$ cat config.mk
export PLATFORM = sky130hd
export DESIGN_NAME = mips_mc_controller
export DESIGN_NICKNAME = d
export VERILOG_FILES = /design/src/rtl/mips_mc_controller.sv
export SDC_FILE = /design/constraint.sdc
export NUM_CORES = 1
export LEC_CHECK = 0
export CORE_ASPECT_RATIO = 1.2
export CORE_MARGIN = 10
export CORE_UTILIZATION = 41
export CTS_CLUSTER_DIAMETER = 150
export DETAILED_ROUTE_END_ITERATION = 10
export MAX_ROUTING_LAYER = met4
export PLACE_DENSITY = 0.72
export SKIP_CTS_REPAIR_TIMING = 1
export SYNTH_ARGS = -nofsm -noshare
export SYNTH_HDL_FRONTEND = slang
export SYNTH_SLANG_ARGS = --single-unit
export TNS_END_PERCENT = 1
$ cat constraint.sdc
create_clock -name clk_i -period 2.8 [get_ports clk_i]
set_input_delay 0.56 -clock clk_i [delete_from_list [all_inputs] [get_ports clk_i]]
set_output_delay 0.56 -clock clk_i [all_outputs]
set_load 0.01 [all_outputs]
$ cat src/rtl/mips_mc_controller.sv
// Multi-cycle control unit for a MIPS core sharing one memory between instruction fetch and
// data access. Sequences FETCH/DECODE/EXEC/MEM/WB and drives the datapath strobes and
// selects for each cycle. It also counts retired instructions.
//
// Ports:
//   clk_i, rst_i          clock, synchronous active-high reset
//   opcode_i, funct_i     IR[31:26] and IR[5:0] (valid from DECODE onwards)
//   zero_i, positive_i    ALU result == 0, rs > 0 (sampled in EXEC for branches)
//   overflow_i            signed overflow of the EXEC operation
//   mem_ready_i           memory access completes this cycle
//   mem_req_o, mem_iord_o, mem_write_o    memory strobe, address select, store strobe
//   ir_write_o, pc_write_o, npc_sel_o     IR load, PC load, next-PC select
//   alu_ctl_o, alu_src_o, ext_op_o        ALU operation, operand-B select, imm extension
//   reg_dst_o, reg_src_o, reg_write_o     register-file destination, source, write strobe
//   illegal_o             one-cycle pulse in DECODE for an undecodable instruction
//   instret_o             retired-instruction count
//   state_o               current state (debug)
module mips_mc_controller #(
  parameter bit          MEM_WAIT_EN = 1'b1,
  parameter int unsigned CNT_W       = 32
) (
  input  logic             clk_i,
  input  logic             rst_i,
  input  logic [5:0]       opcode_i,
  input  logic [5:0]       funct_i,
  input  logic             zero_i,
  input  logic             positive_i,
  input  logic             overflow_i,
  input  logic             mem_ready_i,
  output logic             mem_req_o,
  output logic             mem_iord_o,
  output logic             mem_write_o,
  output logic             ir_write_o,
  output logic             pc_write_o,
  output logic [1:0]       npc_sel_o,
  output logic [1:0]       alu_ctl_o,
  output logic             alu_src_o,
  output logic             ext_op_o,
  output logic [1:0]       reg_dst_o,
  output logic [2:0]       reg_src_o,
  output logic             reg_write_o,
  output logic             illegal_o,
  output logic [CNT_W-1:0] instret_o,
  output logic [2:0]       state_o
);

  typedef enum logic [2:0] {
    StFetch  = 3'd0,
    StDecode = 3'd1,
    StExec   = 3'd2,
    StMem    = 3'd3,
    StWb     = 3'd4
  } state_e;

  typedef enum logic [3:0] {
    InsAddu, InsSubu, InsJr, InsAddi, InsOri, InsLui, InsLw, InsSw,
    InsBeq, InsBgtz, InsJ, InsJal, InsIllegal
  } insn_e;

  state_e            state_q, state_d;
  logic              ovf_q, ovf_d;
  logic [CNT_W-1:0]  instret_q;
  insn_e             insn;
  logic              mem_done;
  logic              retire;

  assign mem_done  = !MEM_WAIT_EN || mem_ready_i;
  assign instret_o = instret_q;
  assign state_o   = state_q;

  // Instruction decode from the IR fields.
  always_comb begin
    insn = InsIllegal;
    case (opcode_i)
      6'h00: begin
        case (funct_i)
          6'h21:   insn = InsAddu;
          6'h23:   insn = InsSubu;
          6'h08:   insn = InsJr;
          default: insn = InsIllegal;
        endcase
      end
      6'h08:   insn = InsAddi;
      6'h0D:   insn = InsOri;
      6'h0F:   insn = InsLui;
      6'h23:   insn = InsLw;
      6'h2B:   insn = InsSw;
      6'h04:   insn = InsBeq;
      6'h07:   insn = InsBgtz;
      6'h02:   insn = InsJ;
      6'h03:   insn = InsJal;
      default: insn = InsIllegal;
    endcase
  end

  // Next-state and per-cycle control outputs.
  always_comb begin
    state_d     = state_q;
    ovf_d       = ovf_q;
    retire      = 1'b0;
    mem_req_o   = 1'b0;
    mem_iord_o  = 1'b0;
    mem_write_o = 1'b0;
    ir_write_o  = 1'b0;
    pc_write_o  = 1'b0;
    npc_sel_o   = 2'd0;
    alu_ctl_o   = 2'd0;
    alu_src_o   = 1'b0;
    ext_op_o    = 1'b0;
    reg_dst_o   = 2'd0;
    reg_src_o   = 3'd0;
    reg_write_o = 1'b0;
    illegal_o   = 1'b0;

    case (state_q)
      StFetch: begin
        mem_req_o = 1'b1;
        if (mem_done) begin
          ir_write_o = 1'b1;
          pc_write_o = 1'b1;
          state_d    = StDecode;
        end
      end

      StDecode: begin
        state_d = StExec;
        case (insn)
          InsJ: begin
            pc_write_o = 1'b1;
            npc_sel_o  = 2'd2;
            state_d    = StFetch;
            retire     = 1'b1;
          end
          InsJal: begin
            pc_write_o  = 1'b1;
            npc_sel_o   = 2'd2;
            reg_write_o = 1'b1;
            reg_dst_o   = 2'd2;
            reg_src_o   = 3'd2;
            state_d     = StFetch;
            retire      = 1'b1;
          end
          InsJr: begin
            pc_write_o = 1'b1;
            npc_sel_o  = 2'd3;
            state_d    = StFetch;
            retire     = 1'b1;
          end
          InsIllegal: begin
            // Dropped without retiring.
            illegal_o = 1'b1;
            state_d   = StFetch;
          end
          default: state_d = StExec;
        endcase
      end

      StExec: begin
        // Overflow only matters in WB, by which time the ALU inputs may have moved on.
        ovf_d = overflow_i;
        case (insn)
          InsAddu: begin
            state_d = StWb;
          end
          InsSubu: begin
            alu_ctl_o = 2'd1;
            state_d   = StWb;
          end
          InsAddi: begin
            alu_src_o = 1'b1;
            ext_op_o  = 1'b1;
            state_d   = StWb;
          end
          InsOri: begin
            alu_ctl_o = 2'd2;
            alu_src_o = 1'b1;
            state_d   = StWb;
          end
          InsLui: begin
            alu_ctl_o = 2'd3;
            alu_src_o = 1'b1;
            state_d   = StWb;
          end
          InsLw, InsSw: begin
            alu_src_o = 1'b1;
            ext_op_o  = 1'b1;
            state_d   = StMem;
          end
          InsBeq, InsBgtz: begin
            alu_ctl_o = 2'd1;
            ext_op_o  = 1'b1;
            if ((insn == InsBeq) ? zero_i : positive_i) begin
              pc_write_o = 1'b1;
              npc_sel_o  = 2'd1;
            end
            state_d = StFetch;
            retire  = 1'b1;
          end
          default: begin
            state_d = StFetch;
          end
        endcase
      end

      StMem: begin
        mem_req_o   = 1'b1;
        mem_iord_o  = 1'b1;
        mem_write_o = (insn == InsSw);
        if (mem_done) begin
          if (insn == InsLw) begin
            state_d = StWb;
          end else begin
            state_d = StFetch;
            retire  = 1'b1;
          end
        end
      end

      StWb: begin
        reg_write_o = !((insn == InsAddi) && ovf_q);
        reg_dst_o   = (insn == InsAddu || insn == InsSubu) ? 2'd1 : 2'd0;
        reg_src_o   = (insn == InsLw) ? 3'd1 : 3'd0;
        state_d     = StFetch;
        retire      = 1'b1;
      end

      default: begin
        state_d = StFetch;
      end
    endcase

    // Reset abandons any access in flight: nothing is written in a reset cycle.
    if (rst_i) begin
      retire      = 1'b0;
      mem_req_o   = 1'b0;
      mem_iord_o  = 1'b0;
      mem_write_o = 1'b0;
      ir_write_o  = 1'b0;
      pc_write_o  = 1'b0;
      npc_sel_o   = 2'd0;
      alu_ctl_o   = 2'd0;
      alu_src_o   = 1'b0;
      ext_op_o    = 1'b0;
      reg_dst_o   = 2'd0;
      reg_src_o   = 3'd0;
      reg_write_o = 1'b0;
      illegal_o   = 1'b0;
    end
  end

  always_ff @(posedge clk_i) begin
    if (rst_i) begin
      state_q   <= StFetch;
      ovf_q     <= 1'b0;
      instret_q <= '0;
    end else begin
      state_q <= state_d;
      ovf_q   <= ovf_d;
      if (retire) begin
        instret_q <= instret_q + CNT_W'(1);
      end
    end
  end

endmodule

# Word-level counts from Yosys, hierarchy flattened
# Cells that the tools add are included.
# Widths: inputs -> output; s select.
[totals]
word_cells = 107
regBits = 36
input_bits = 18
output_inout_bits = 53
[classes]
n_eq_ne = 30
addsub = 1
n_reduce_logical = 17
n_mux = 56
[op_table]
columns = ["cell", "n"]
rows = [
  ["$pmux 4 s10", 1],
  ["$mux 1", 33],
  ["$add 32x1->32 const B", 1],
  ["$eq 6x4->1 const B", 4],
  ["$eq 6x6->1 const B", 4],
  ["$eq 4x4->1 const B", 5],
  ["$eq 4x3->1 const B", 4],
  ["$pmux 2 s2", 4],
  ["$reduce_or 5->1", 3],
  ["$mux 2", 7],
  ["$eq 6x2->1 const B", 2],
  ["$eq 6x3->1 const B", 2],
  ["$mux 3", 4],
  ["$pmux 3 s4", 1],
  ["$pmux 4 s3", 1],
  ["$eq 4x2->1 const B", 2],
  ["$reduce_or 2->1", 4],
  ["$eq 3x2->1 const B", 2],
  ["$logic_not 6->1", 1],
  ["$pmux 2 s3", 1],
  ["$pmux 3 s2", 1],
  ["$reduce_or 3->1", 2],
  ["$eq 4x1->1 const B", 1],
  ["$logic_not 4->1", 1],
  ["other kinds (12)", 13],
]

# Logic depth before layout (Yosys ltp)
[depth]
depth_word = 9
depth_mapped = 10
depth_no_buf = 6

# Worst setup path after synthesis
# Ideal clock, no wire load.
[synth_timing]
path_type = "input port to flip-flop"
startpoint = "in opcode_i[2]"
endpoint = "reg instret_q[15] (netlist: instret_o[15])"
required_ps = 2677
path_slack_ps = 38
setup_time_ps = 123
path_buffers = 2
arrival_time_ps = 2639
path_stages = 8
path_cell_list = "buf_6 -> or3_4 -> or4b_1 -> a31oi_1 -> a31oi_1 -> buf_6 -> a2111oi_4 -> mux2_1"
[synth_between]
elab_chain_len = 7
elab_cells_between_ends = 25
cone_classes = "eq/ne (15); mux (7); reduce/logical (3)"
[synth_rtl]
columns = ["element", "line", "source"]
rows = [
  ["from (decl)", "24", "input logic [5:0] opcode_i,"],
  ["$eq 6x2->1 (tied with other cells)", "74", "case (opcode_i)"],
  ["$pmux 4 s10 (*)", "74", ""],
  ["$eq 4x2->1 (tied with other cells)", "127", "case (insn)"],
  ["$reduce_or 3->1 (no line) (tied with other cells)", "--", ""],
  ["$mux 1, on equally long branches", "127, 161, 209", ""],
  ["$pmux 1 s4 (*)", "115", "case (state_q)"],
  ["$mux 1 (*)", "233", "if (rst_i) begin"],
  ["to (signal assigned)", "260", "instret_q <= instret_q + CNT_W'(1);"],
  ["to (decl)", "62", "logic [CNT_W-1:0] instret_q;"],
]
# Every way passes the cells marked *; elsewhere a longest branch is shown, timed or not.
# A chain may end at the register's enable or synchronous reset.

# Worst setup path in the final report
[layout_timing]
startpoint = "in opcode_i[4]"
endpoint = "out reg_write_o"
[layout_between]
elab_chain_len = 7
elab_cells_between_ends = 18
cone_classes = "eq/ne (11); mux (4); reduce/logical (3)"
[layout_rtl]
columns = ["element", "line", "source"]
rows = [
  ["$eq 6x2->1 (tied with other cells)", "74", ""],
  ["$pmux 4 s10 (*)", "74", ""],
  ["$eq 4x2->1", "220", "reg_write_o = !((insn == InsAddi) && ovf_q);"],
  ["$logic_and 1x1->1", "220", ""],
  ["$logic_not 1->1", "220", ""],
  ["$pmux 1 s2 (*)", "115", ""],
  ["$mux 1 (*)", "233", ""],
  ["to (decl)", "41", "output logic reg_write_o,"],
]
# Marked as above.

==> results.sh <==
export IMPL_path_buf_inv=4
export IMPL_dp_cells=510
export IMPL_hp_class="reg2reg"
export IMPL_hold_depth=2
export IMPL_placementRows=31
export IMPL_fin_crit_sh_pct=99.8
export IMPL_antenna_cells=0
export IMPL_critPathLaunchType="input pin"
export IMPL_avgSynthCellArea_um2=7.73
export IMPL_ys_seq_area_share_pct=27.6
export IMPL_areaGrowthSynthToFinish_pct=49.0
export IMPL_cpMostUsedCell="buf_4"
export IMPL_wl_per_cell_um=16.7
export IMPL_track_usage_pct=16.8
export IMPL_hold_violations=0
export IMPL_yosysWarnings=0
export IMPL_place_gp_congestion=0.917
export IMPL_critPathCaptureType="primary output"
export IMPL_fin_skew_ps=8.97
export IMPL_async_flop_share_pct=0
export IMPL_grt_pass1_wl_mm=13.5
export IMPL_dpl_hpwl_mm=6.53
export IMPL_leakagePower_nw=1.76
export IMPL_antenna_found_initial=0
export IMPL_die_w_um=92.9
export IMPL_place_area_um2=3640
export IMPL_crit_chain="dlymetal6s2s_1, nor3_2, nand2_1, buf_4, o32a_1, nor4bb_2, buf_4, or2_2, buf_2"
export IMPL_routed_wl_mm=8.65
export IMPL_cts_sinks=36
export IMPL_cts_tree="built"
export IMPL_timing_final_ws_setup_ps=4.31
export IMPL_gr_total_overflow=0
export IMPL_viasPerCell=5.39
export IMPL_port_buffers=69
export IMPL_clk_pin_slew_worst_paths_ps=70
export IMPL_cts_root_buffer="clkbuf_8"
export IMPL_worstSkewPairLatency_ps=290
export IMPL_final_layout_size_suffix_gt1_share_pct=27.0
export IMPL_slew_violations=0
export IMPL_cts_buffers=5
export IMPL_synth_edf_count=0
export IMPL_core_area_um2=6130
export IMPL_slowest_delay_ps=310
export IMPL_ys_flop_type="dfxtp_1"
export IMPL_fin_nets=455
export IMPL_multiInputGateArea_um2=1880
export IMPL_status="completed"
export IMPL_yosysTopAreaCellShare_pct=27.6
export IMPL_synthDistinctLibCells=50
export IMPL_min_period_ps=2800
export IMPL_maxCapViolations=0
export IMPL_crit_fanout=5
export IMPL_synth_area_leaders="dfxtp_1, mux2_2, nor2b_1"
export IMPL_grt_start_max_net_pins=50
export IMPL_ios=71
export IMPL_setup_violations=0
export IMPL_dieHeight_um=107
export IMPL_htree_num_levels=2
export IMPL_fin_cells=519
export IMPL_fmax_ghz=0.358
export IMPL_ys_top_cells_by_count="nor2_1, dfxtp_1, nor2b_1"
export IMPL_yosysMostFrequentCell="nor2_1"
export IMPL_power_density_nw_per_um2=281
export IMPL_reg2reg_depth=8
export IMPL_cp_arrival_ps=2240
export IMPL_syn_area_um2=2610
export IMPL_ys_seq_elements=36
export IMPL_ir_drop_mv=0.248
export IMPL_crit_start="opcode_i[4]"
export IMPL_n_fill_cell=556
export IMPL_pre_cts_ws_ps=-813
export IMPL_cts_buffer_depth=2
export IMPL_initial_core_util_pct=42.6
export IMPL_netlist_top_cell_by_area="dfxtp_1"
export IMPL_die_area_um2=9980
export IMPL_drtPass1Iterations=4
export IMPL_grt_pass1_vias=2778
export IMPL_required_ps=2240
export IMPL_vias=2795
export IMPL_r2r_start="state_o[0]"
export IMPL_regArea_um2=721
export IMPL_crit_cells=9
export IMPL_syn_inst=338
export IMPL_drt_antenna_violating_nets=0
export IMPL_hold_start="ovf_q"
export IMPL_synth_nets=357
export IMPL_worstSetupPathType="in2out"
export IMPL_drc=0
export IMPL_cpMaxStageDelayCell="nor4bb_2"
export IMPL_cp_top_family="simple AND/OR/NAND/NOR gates"
export IMPL_first_iter_violations=173
export IMPL_design_area_um2=3890
## kinds of logic (layout without fill, tap and decap cells)
| logic type | Yosys count | after routing | share of synthesized area [%] |
|---|---|---|---|
| other cells | 1 | 1 | 0.144 |
| flops | 36 | 36 | 27.6 |
| fa+ha+maj | 1 | 1 | 0.479 |
| xor+xnor | 1 | 1 | 0.335 |
| buf+inv | 32 | 131 | 5.65 |
| simple gates | 172 | 172 | 34.8 |
| compound gates | 61 | 61 | 16.5 |
| mux | 34 | 34 | 14.5 |
## per-layer routing
metal	GRT usage [%]	wire length, um	vias to the layer above
met5	-	0	-
met4	5.30	116	0
met3	3.28	434	10
met2	29.5	4370	86
met1	18.5	3730	1296
li1	-	-	1403
## layout by cell type (no fill, tap or decap), types with 3 or more instances in the layout
master / count
buf_4: 47
nor2_1: 46
clkdlybuf4s50_1: 42
dfxtp_1: 36
nor2b_1: 31
mux2_2: 29
a21oi_1: 26
nand2_1: 21
dlymetal6s2s_1: 19
nand3_1: 16
nand4_1: 13
and3_1: 10
o21ai_0: 6
clkbuf_8: 6
inv_1: 5
a211oi_1: 5
nand3b_1: 4
nor3_1: 4
buf_2: 4
nor3_2: 3
mux2i_1: 3
a31oi_4: 3
and4_1: 3
buf_6: 3
clkbuf_2: 3
## tightest hold or removal path: stages (launching register included)
cell and delay [ps]:
dfxtp_1 310, o21ai_0 70, a21oi_1 60
## power breakdown
| group | leakage, nW | switching [mW] | internal (mW) |
|---|---|---|---|
| registers | 0.290 | 0.00516 | 0.514 |
| clock network | 0.0445 | 0.190 | 0.200 |
| logic | 1.43 | 0.0957 | 0.0882 |
## flip-flops by register name, indices dropped and copies added (netlist names)
signal     count
ovf_q          1
state_o        3
instret_o     32
## path summary, 6_finish.rpt
check / endpoint / slack (ps)
max: reg_write_o / 4
min: ovf_q / 490
max reg2reg: instret_o[7] / 480
min reg2reg: ovf_q / 490
## per-stage QoR
step / hold slack [ps] / power [mW] / setup TNS (ps) / utilization [%]
after floorplan: 454 / 0.613 / 0 / -
after global placement: 465 / 0.698 / -25480 / 59.4
after detailed placement: 471 / 0.700 / -26130 / 59.4
after CTS: 486 / 1.08 / -17200 / 60.9
after global routing: 523 / 1.14 / -57.3 / 63.5
final: 487 / 1.09 / 0 / 63.5
## area by class of cell
class	count	area share, %
multi-input combinational	270	48.2
timing repair buffer	118	27.7
sequential	36	18.5
tap	82	2.64
clock buffer	7	2.22
inverter	5	0.482
clock inverter	1	0.193
Note: power is estimated with default switching activity, not from simulation.
